--- src/rtl/serial_sub_ctrl.sv ---
// Bit-serial subtractor (a - b - bin), LSB first, one full-subtractor bit per clock.
// Optional macro SERIAL_SUB_OVF_EN adds a two's-complement overflow output ovf.
module serial_sub_ctrl #(
  parameter int unsigned WIDTH = 8
) (
  input  logic             clk,
  input  logic             rst,
  input  logic             start,
  input  logic [WIDTH-1:0] a,
  input  logic [WIDTH-1:0] b,
  input  logic             bin,
  output logic             busy,
  output logic             done,
  output logic [WIDTH-1:0] diff,
  output logic             bout
`ifdef SERIAL_SUB_OVF_EN
  ,
  output logic             ovf
`endif
);

  localparam int unsigned CNT_W = (WIDTH > 1) ? $clog2(WIDTH) : 1;

  typedef enum logic [1:0] {
    IDLE = 2'd0,
    RUN  = 2'd1,
    DONE = 2'd2
  } state_e;

  state_e             state_q;
  logic [WIDTH-1:0]   a_q;
  logic [WIDTH-1:0]   b_q;
  logic [WIDTH-1:0]   res_q;
  logic [CNT_W-1:0]   cnt_q;
  logic               br_q;

  logic               bit_a_c;
  logic               bit_b_c;
  logic               diff_bit_c;
  logic               br_d;
  logic [WIDTH-1:0]   res_d;
  logic               last_bit_c;

  // Full-subtractor on the current bit plus the shifted result image.
  always_comb begin
    bit_a_c    = a_q[cnt_q];
    bit_b_c    = b_q[cnt_q];
    diff_bit_c = bit_a_c ^ bit_b_c ^ br_q;
    br_d       = (~bit_a_c & bit_b_c) | (~bit_a_c & br_q) | (bit_b_c & br_q);
    res_d      = {diff_bit_c, res_q[WIDTH-1:1]};
    last_bit_c = (cnt_q == CNT_W'(WIDTH - 1));
  end

  // Control FSM with registered busy/done and result outputs.
  always_ff @(posedge clk or posedge rst) begin
    if (rst) begin
      state_q <= IDLE;
      a_q     <= '0;
      b_q     <= '0;
      res_q   <= '0;
      cnt_q   <= '0;
      br_q    <= 1'b0;
      busy    <= 1'b0;
      done    <= 1'b0;
      diff    <= '0;
      bout    <= 1'b0;
`ifdef SERIAL_SUB_OVF_EN
      ovf     <= 1'b0;
`endif
    end else begin
      case (state_q)
        IDLE: begin
          done <= 1'b0;
          if (start) begin
            state_q <= RUN;
            a_q     <= a;
            b_q     <= b;
            br_q    <= bin;
            cnt_q   <= '0;
            res_q   <= '0;
            busy    <= 1'b1;
          end
        end
        RUN: begin
          res_q <= res_d;
          br_q  <= br_d;
          cnt_q <= cnt_q + CNT_W'(1);
          if (last_bit_c) begin
            state_q <= DONE;
            busy    <= 1'b0;
            done    <= 1'b1;
            diff    <= res_d;
            bout    <= br_d;
`ifdef SERIAL_SUB_OVF_EN
            // Overflow only when operand signs differ and the result sign leaves a's sign.
            ovf     <= (a_q[WIDTH-1] != b_q[WIDTH-1]) && (diff_bit_c != a_q[WIDTH-1]);
`endif
          end
        end
        DONE: begin
          state_q <= IDLE;
          done    <= 1'b0;
        end
        default: begin
          state_q <= IDLE;
          busy    <= 1'b0;
          done    <= 1'b0;
        end
      endcase
    end
  end

endmodule

--- config.mk ---
export PLATFORM = sky130hd
export DESIGN_NAME = serial_sub_ctrl
export DESIGN_NICKNAME = d
export VERILOG_FILES = /design/src/rtl/serial_sub_ctrl.sv
export SDC_FILE = /design/constraint.sdc
export NUM_CORES = 1
export LEC_CHECK = 0
export ABC_AREA = 0
export CELL_PAD_IN_SITES_DETAIL_PLACEMENT = 0
export CELL_PAD_IN_SITES_GLOBAL_PLACEMENT = 1
export CORE_AREA = 5 5 80 64
export DETAILED_ROUTE_END_ITERATION = 8
export DIE_AREA = 0 0 85 69
export GPL_ROUTABILITY_DRIVEN = 0
export PLACE_DENSITY_LB_ADDON = 0.12
export SETUP_SLACK_MARGIN = 0.4
export SLEW_MARGIN = 20
export SYNTH_ARGS = -nofsm -noshare
export SYNTH_HDL_FRONTEND = slang
export SYNTH_SLANG_ARGS = --single-unit
--- constraint.sdc ---
create_clock -name clk -period 2.65 [get_ports clk]
set_input_delay 0.53 -clock clk [delete_from_list [all_inputs] [get_ports clk]]
set_output_delay 0.53 -clock clk [all_outputs]
set_load 0.1 [all_outputs]
; ---- After elaboration in Yosys (flattened, before gate mapping)
; Index checks and enable logic that the tools add are counted.
[op_classes]
eq_ne = 5
n_bitwise = 9
order_cmp = 1
n_addsub = 1
reduce_logical = 7
n_mux = 18
[op_table]
columns = operator, n
row1 = $pmux 8 s2, 1
row2 = $mux 8, 1
row3 = $reduce_and 2->1, 4
row4 = $mux 1, 7
row5 = $bmux 1 s3, 2
row6 = $pmux 3 s2, 1
row7 = $lt 3x4->1 const B, 1
row8 = $mux 2, 2
row9 = $ne 2x2->1 const B, 2
row10 = $pmux 2 s2, 1
row11 = $add 3x1->3 const B, 1
row12 = $and 1x1->1, 3
row13 = $eq 3x3->1 const B, 1
row14 = $mux 3, 1
row15 = $pmux 1 s3, 1
row16 = $reduce_and 3->1, 1
row17 = $eq 2x1->1 const B, 1
row18 = $eq 2x2->1 const B, 1
row19 = $logic_not 2->1, 1
row20 = $not 1->1, 2
row21 = $or 1x1->1, 2
row22 = $pmux 1 s2, 1
row23 = $reduce_bool 2->1, 1
row24 = $xor 1x1->1, 2
[word_totals]
input_bits = 20
elab_cells = 51
regBits = 41
output_inout_bits = 11

; ---- Logic depth before layout (Yosys ltp)
[depth]
word_depth = 7
ltp_mapped = 6
ltp_nobuf = 5

; ---- Worst setup path before layout
; Ideal clock, no wire load.
[synth_timing]
kind = register -> register
start = register cnt_q[0]
end = register bout
path_buffers = 1
arrival_ps = 1897
t_required_ps = 2524
path_stages_with_launch = 6
setup_time_ps = 126
setup_slack_ps = 627
synth_period_minus_slack_ps = 2023
path_cell_list = dfrtp_1 buf_2 mux4_2 mux2_2 fa_1 mux2_2
[synth_between]
elab_chain_len = 6
word_cells_on_any_way = 12
cone_classes = eq/ne: 1 / mux: 4 / bitwise: 6 / reduce/logical: 1
[synth_lines]
columns = item, line
row1 = "start, declared", 34  ; logic [CNT_W-1:0] cnt_q;
row2 = "start signal, assigned", 87  ; cnt_q <= cnt_q + CNT_W'(1);
row3 = $bmux 1 s3, 46  ; bit_a_c = a_q[cnt_q];
row4 = $mux 1 (implied by the code), 46
row5 = $not 1->1, 49  ; br_d = (~bit_a_c & bit_b_c) | (~bit_a_c & br_q) | (bit_b_c & br_q);
row6 = $and 1x1->1, 49
row7 = $or 1x1->1, 49
row8 = $or 1x1->1 *, 49
row9 = named net br_d, 40  ; logic br_d;
row10 = "end signal, assigned", 93  ; bout <= br_d;
row11 = "end, declared", 15  ; output logic bout
; The timed path passes the listed nets; every way through them passes the cells marked *. The select of a mux whose other input is x is not followed.
; A chain may end at the register's enable or synchronous reset.

; ---- Worst setup path in the final report
[layout_timing]
start = register cnt_q[0]
end = register br_q
[layout_between]
elab_chain_len = 7
word_cells_on_any_way = 11
cone_classes = mux: 5 / bitwise: 6
[layout_lines]
columns = item, line
row1 = $bmux 1 s3, 46
row2 = $mux 1 (implied by the code), 46
row3 = $not 1->1, 49
row4 = $and 1x1->1, 49
row5 = $or 1x1->1, 49
row6 = $or 1x1->1 *, 49
row7 = named net br_d, 40
row8 = $pmux 1 s2 *, 71  ; case (state_q)
row9 = "end signal, assigned", 78  ; br_q <= bin;
row10 = "end signal, assigned", 86  ; br_q <= br_d;
row11 = "end, declared", 35  ; logic br_q;
; Marks and branches as above.

==> results.py <==
metrics = {
    "run_status": {
        "status": "finished, final reports clean",
    },
    "power": {
        "seqPwrFrac_pct": 37.2,
        "power_uw": 3020,
        "leakagePower_uw": 0.000992,
        "comb_power_share_pct": 46.7,
        "ir_drop_mv": 0.733,
        "switchingPower_uw": 1240,
        "p_per_area_nw_per_um2": 1400,
        "internal_power_uw": 1780,
        "switching_share_pct": 41.1,
        "p_clk_share_pct": 16.1,
    },
    "placed_design": {
        "pre_cts_ws_ns": 0.486,
        "port_buffers": 30,
        "post-dp-hpwl_um": 2250,
    },
    "cts": {
        "cts_tree": "built",
        "cts-resized-gates": 0,
        "numCtsBuffers": 5,
        "clockBufferDepth": 2,
        "cts_setup_buffers": 0,
        "cts_root_buf": "clkbuf_8",
        "htree_levels": 2,
        "clock_latency_ns": 0.29,
        "cts_hold_buf": 0,
        "cts.clk_slew.worst_paths_ns": 0.07,
        "clkSinkCount": 40,
    },
    "yosys": {
        "syn_inst": 112,
        "async_flop_share_pct": 100,
        "ys_types": 25,
        "ys_warn_count": 0,
        "synthTopCellsByArea": "dfrtp_1, mux2_2, mux2_4, mux4_2, a22o_1",
        "synth_common_cells": "dfrtp_1, mux2_2, mux2_4",
        "syn_area_per_cell_um2": 15.4,
        "syn-num-nets": 135,
        "yosysMostFrequentCell": "dfrtp_1",
        "synth_area_leader_cell": "dfrtp_1",
        "yosysSeqAreaShare_pct": 58.1,
        "synth_area_um2": 1720,
        "synth_edf_count": 0,
        "synth_top_area_share_pct": 58.1,
        "synth.ff_latch_count": 40,
        "synth_ff_type": "dfrtp_1",
    },
    "setup_path": {
        "rrSetupSlack_ns": 0.58,
        "crit_end": "br_q",
        "criticalPathCategory": "flop to flop",
        "critPathMaxFanout": 7,
        "startpoint": "cnt_q[0]",
        "rr_endpoint": "br_q",
        "start_kind": "flop",
        "ff2ff_path_depth": 5,
        "worstPathArrival_ns": 2.23,
        "end_kind": "flop",
        "rr_startpoint": "cnt_q[0]",
        "required_ns": 2.81,
    },
    "global_routing": {
        "grt_pass1_vias": 1081,
        "globalRouteTotalUtil_pct": 12.1,
        "grt_start_max_net_pins": 41,
        "antenna_found_initial": 0,
        "grt_overflow": 0,
        "grt_pass1_wl_um": 5520,
    },
    "layout": {
        "final_net_count": 169,
        "area_delta_synth_final_pct": 24.7,
        "diodes": 0,
        "fillers": 397,
        "drive_gt1_share_pct": 36.1,
    },
    "hold_path": {
        "min_delay_path_depth": 1,
        "hp-class": "flop to flop",
    },
    "sta": {
        "slew_violations": 0,
        "fmax_mhz": 484,
        "hold_violations": 0,
        "rsz0062_at_grt": "no",
        "fin_ws_ns": 0.583,
        "skew_ns": 0.00583,
        "tightest_slew_ns": 0.630,
        "fin_tns_setup_ns": 0,
        "period_share_pct": 78.0,
        "finalSetupViolations": 0,
        "period_needed_ns": 2.07,
        "slew_headroom_pct": 57.9,
    },
    "detailed_routing": {
        "routed_via_density": 4.86,
        "drt_wl_total_um": 3160,
        "postRouteAntennaNets": 0,
        "drtIter0Drc": 62,
        "drt-pass1-iter-count": 3,
        "post-route-drc-count": 0,
        "vias": 991,
        "routedWlPerCell_um": 15.5,
    },
    "floorplanning": {
        "die_y_um": 69,
        "io_pins": 31,
        "rows": 21,
        "start_util_pct": 40.4,
        "die_area_um2": 5870,
        "coreArea_um2": 4260,
        "die_w_um": 85,
    },
    "flow_run": {
        "max_cap_viol_count": 0,
    },
}
logic make-up (layout without fill, tap and decap cells):
family | after synthesis | in the layout | synth area share (%)
AO/OA/AOI/OAI | 17 | 17 | 7.05
buffers and inverters | 10 | 45 | 3.78
multiplexers | 30 | 30 | 24.3
AND/OR/NAND/NOR | 12 | 12 | 4.07
adder cells (fa/ha/maj) | 3 | 3 | 2.62
flip-flops | 40 | 40 | 58.1
flip-flops by register name, indices dropped and copies added (netlist names):
name,count
a_q,8
b_q,8
diff,8
res_q,7
cnt_q,3
state_q,2
bout,1
br_q,1
busy,1
done,1
metrics by stage:
stage,cell area (µm²),utilization (%),cells,hold slack (ns)
final,2150,50.4,204,0.507
after global routing,2150,50.4,204,0.526
after CTS,2150,50.4,204,0.511
after detailed placement,2040,47.9,196,0.494
after global placement,2040,47.9,196,0.483
after floorplan,1720,-,112,0.468
worst max-delay path, stage by stage (launching register included):
cell,delay (ns)
dfrtp_2,0.47
mux4_2,0.53
mux2_2,0.28
fa_1,0.40
a22oi_1,0.17
o21ai_0,0.09
how the worst min path moves through the flow:
stage               startpoint       end
global placement      res_q[1]  res_q[1]
finish                  a_q[5]    a_q[5]
detailed placement      a_q[5]    a_q[5]
floorplan             res_q[7]  res_q[7]
global route            a_q[5]    a_q[5]
CTS                     a_q[5]    a_q[5]
routing by layer:
metal / vias to the layer above / wire length, µm / GRT usage [%]
met3: 2 / 174 / 4.64
li1: 464 / - / -
met2: 21 / 1370 / 16.1
met4: 0 / 27 / 4.22
met1: 504 / 1580 / 17.6
met5: - / 0 / 0
cell type report:
class,count,area (µm²),share of cell area [%]
Tap cell,57,71.3,3.32
Clock buffer,6,72.6,3.38
Timing Repair Buffer,33,295,13.8
Sequential cell,40,1000,46.7
Clock inverter,2,35.0,1.63
Inverter,4,15.0,0.699
Multi-Input combinational cell,62,656,30.5
power groups by stage:
| stage | logic (µW) | registers, µW | clock network [µW] |
|---|---|---|---|
| detailed placement | 1430 | 1130 | 0 |
| global route | 1510 | 1170 | 521 |
| global placement | 1400 | 1130 | 0 |
| floorplan | 715 | 1540 | 0 |
| finish | 1410 | 1120 | 485 |
| CTS | 1430 | 1130 | 499 |
placed cells by master, fill, tap and decap left out, types with 3 or more instances in the layout:
cell,n
mux4_2,4
clkbuf_8,5
inv_1,4
a22o_1,8
buf_4,14
dfrtp_1,39
clkdlybuf4s50_1,19
o21ai_0,4
mux2_2,15
mux2_4,10
nand2_1,4
nor2_1,3
No activity file was read; power rests on OpenSTA's default activity.
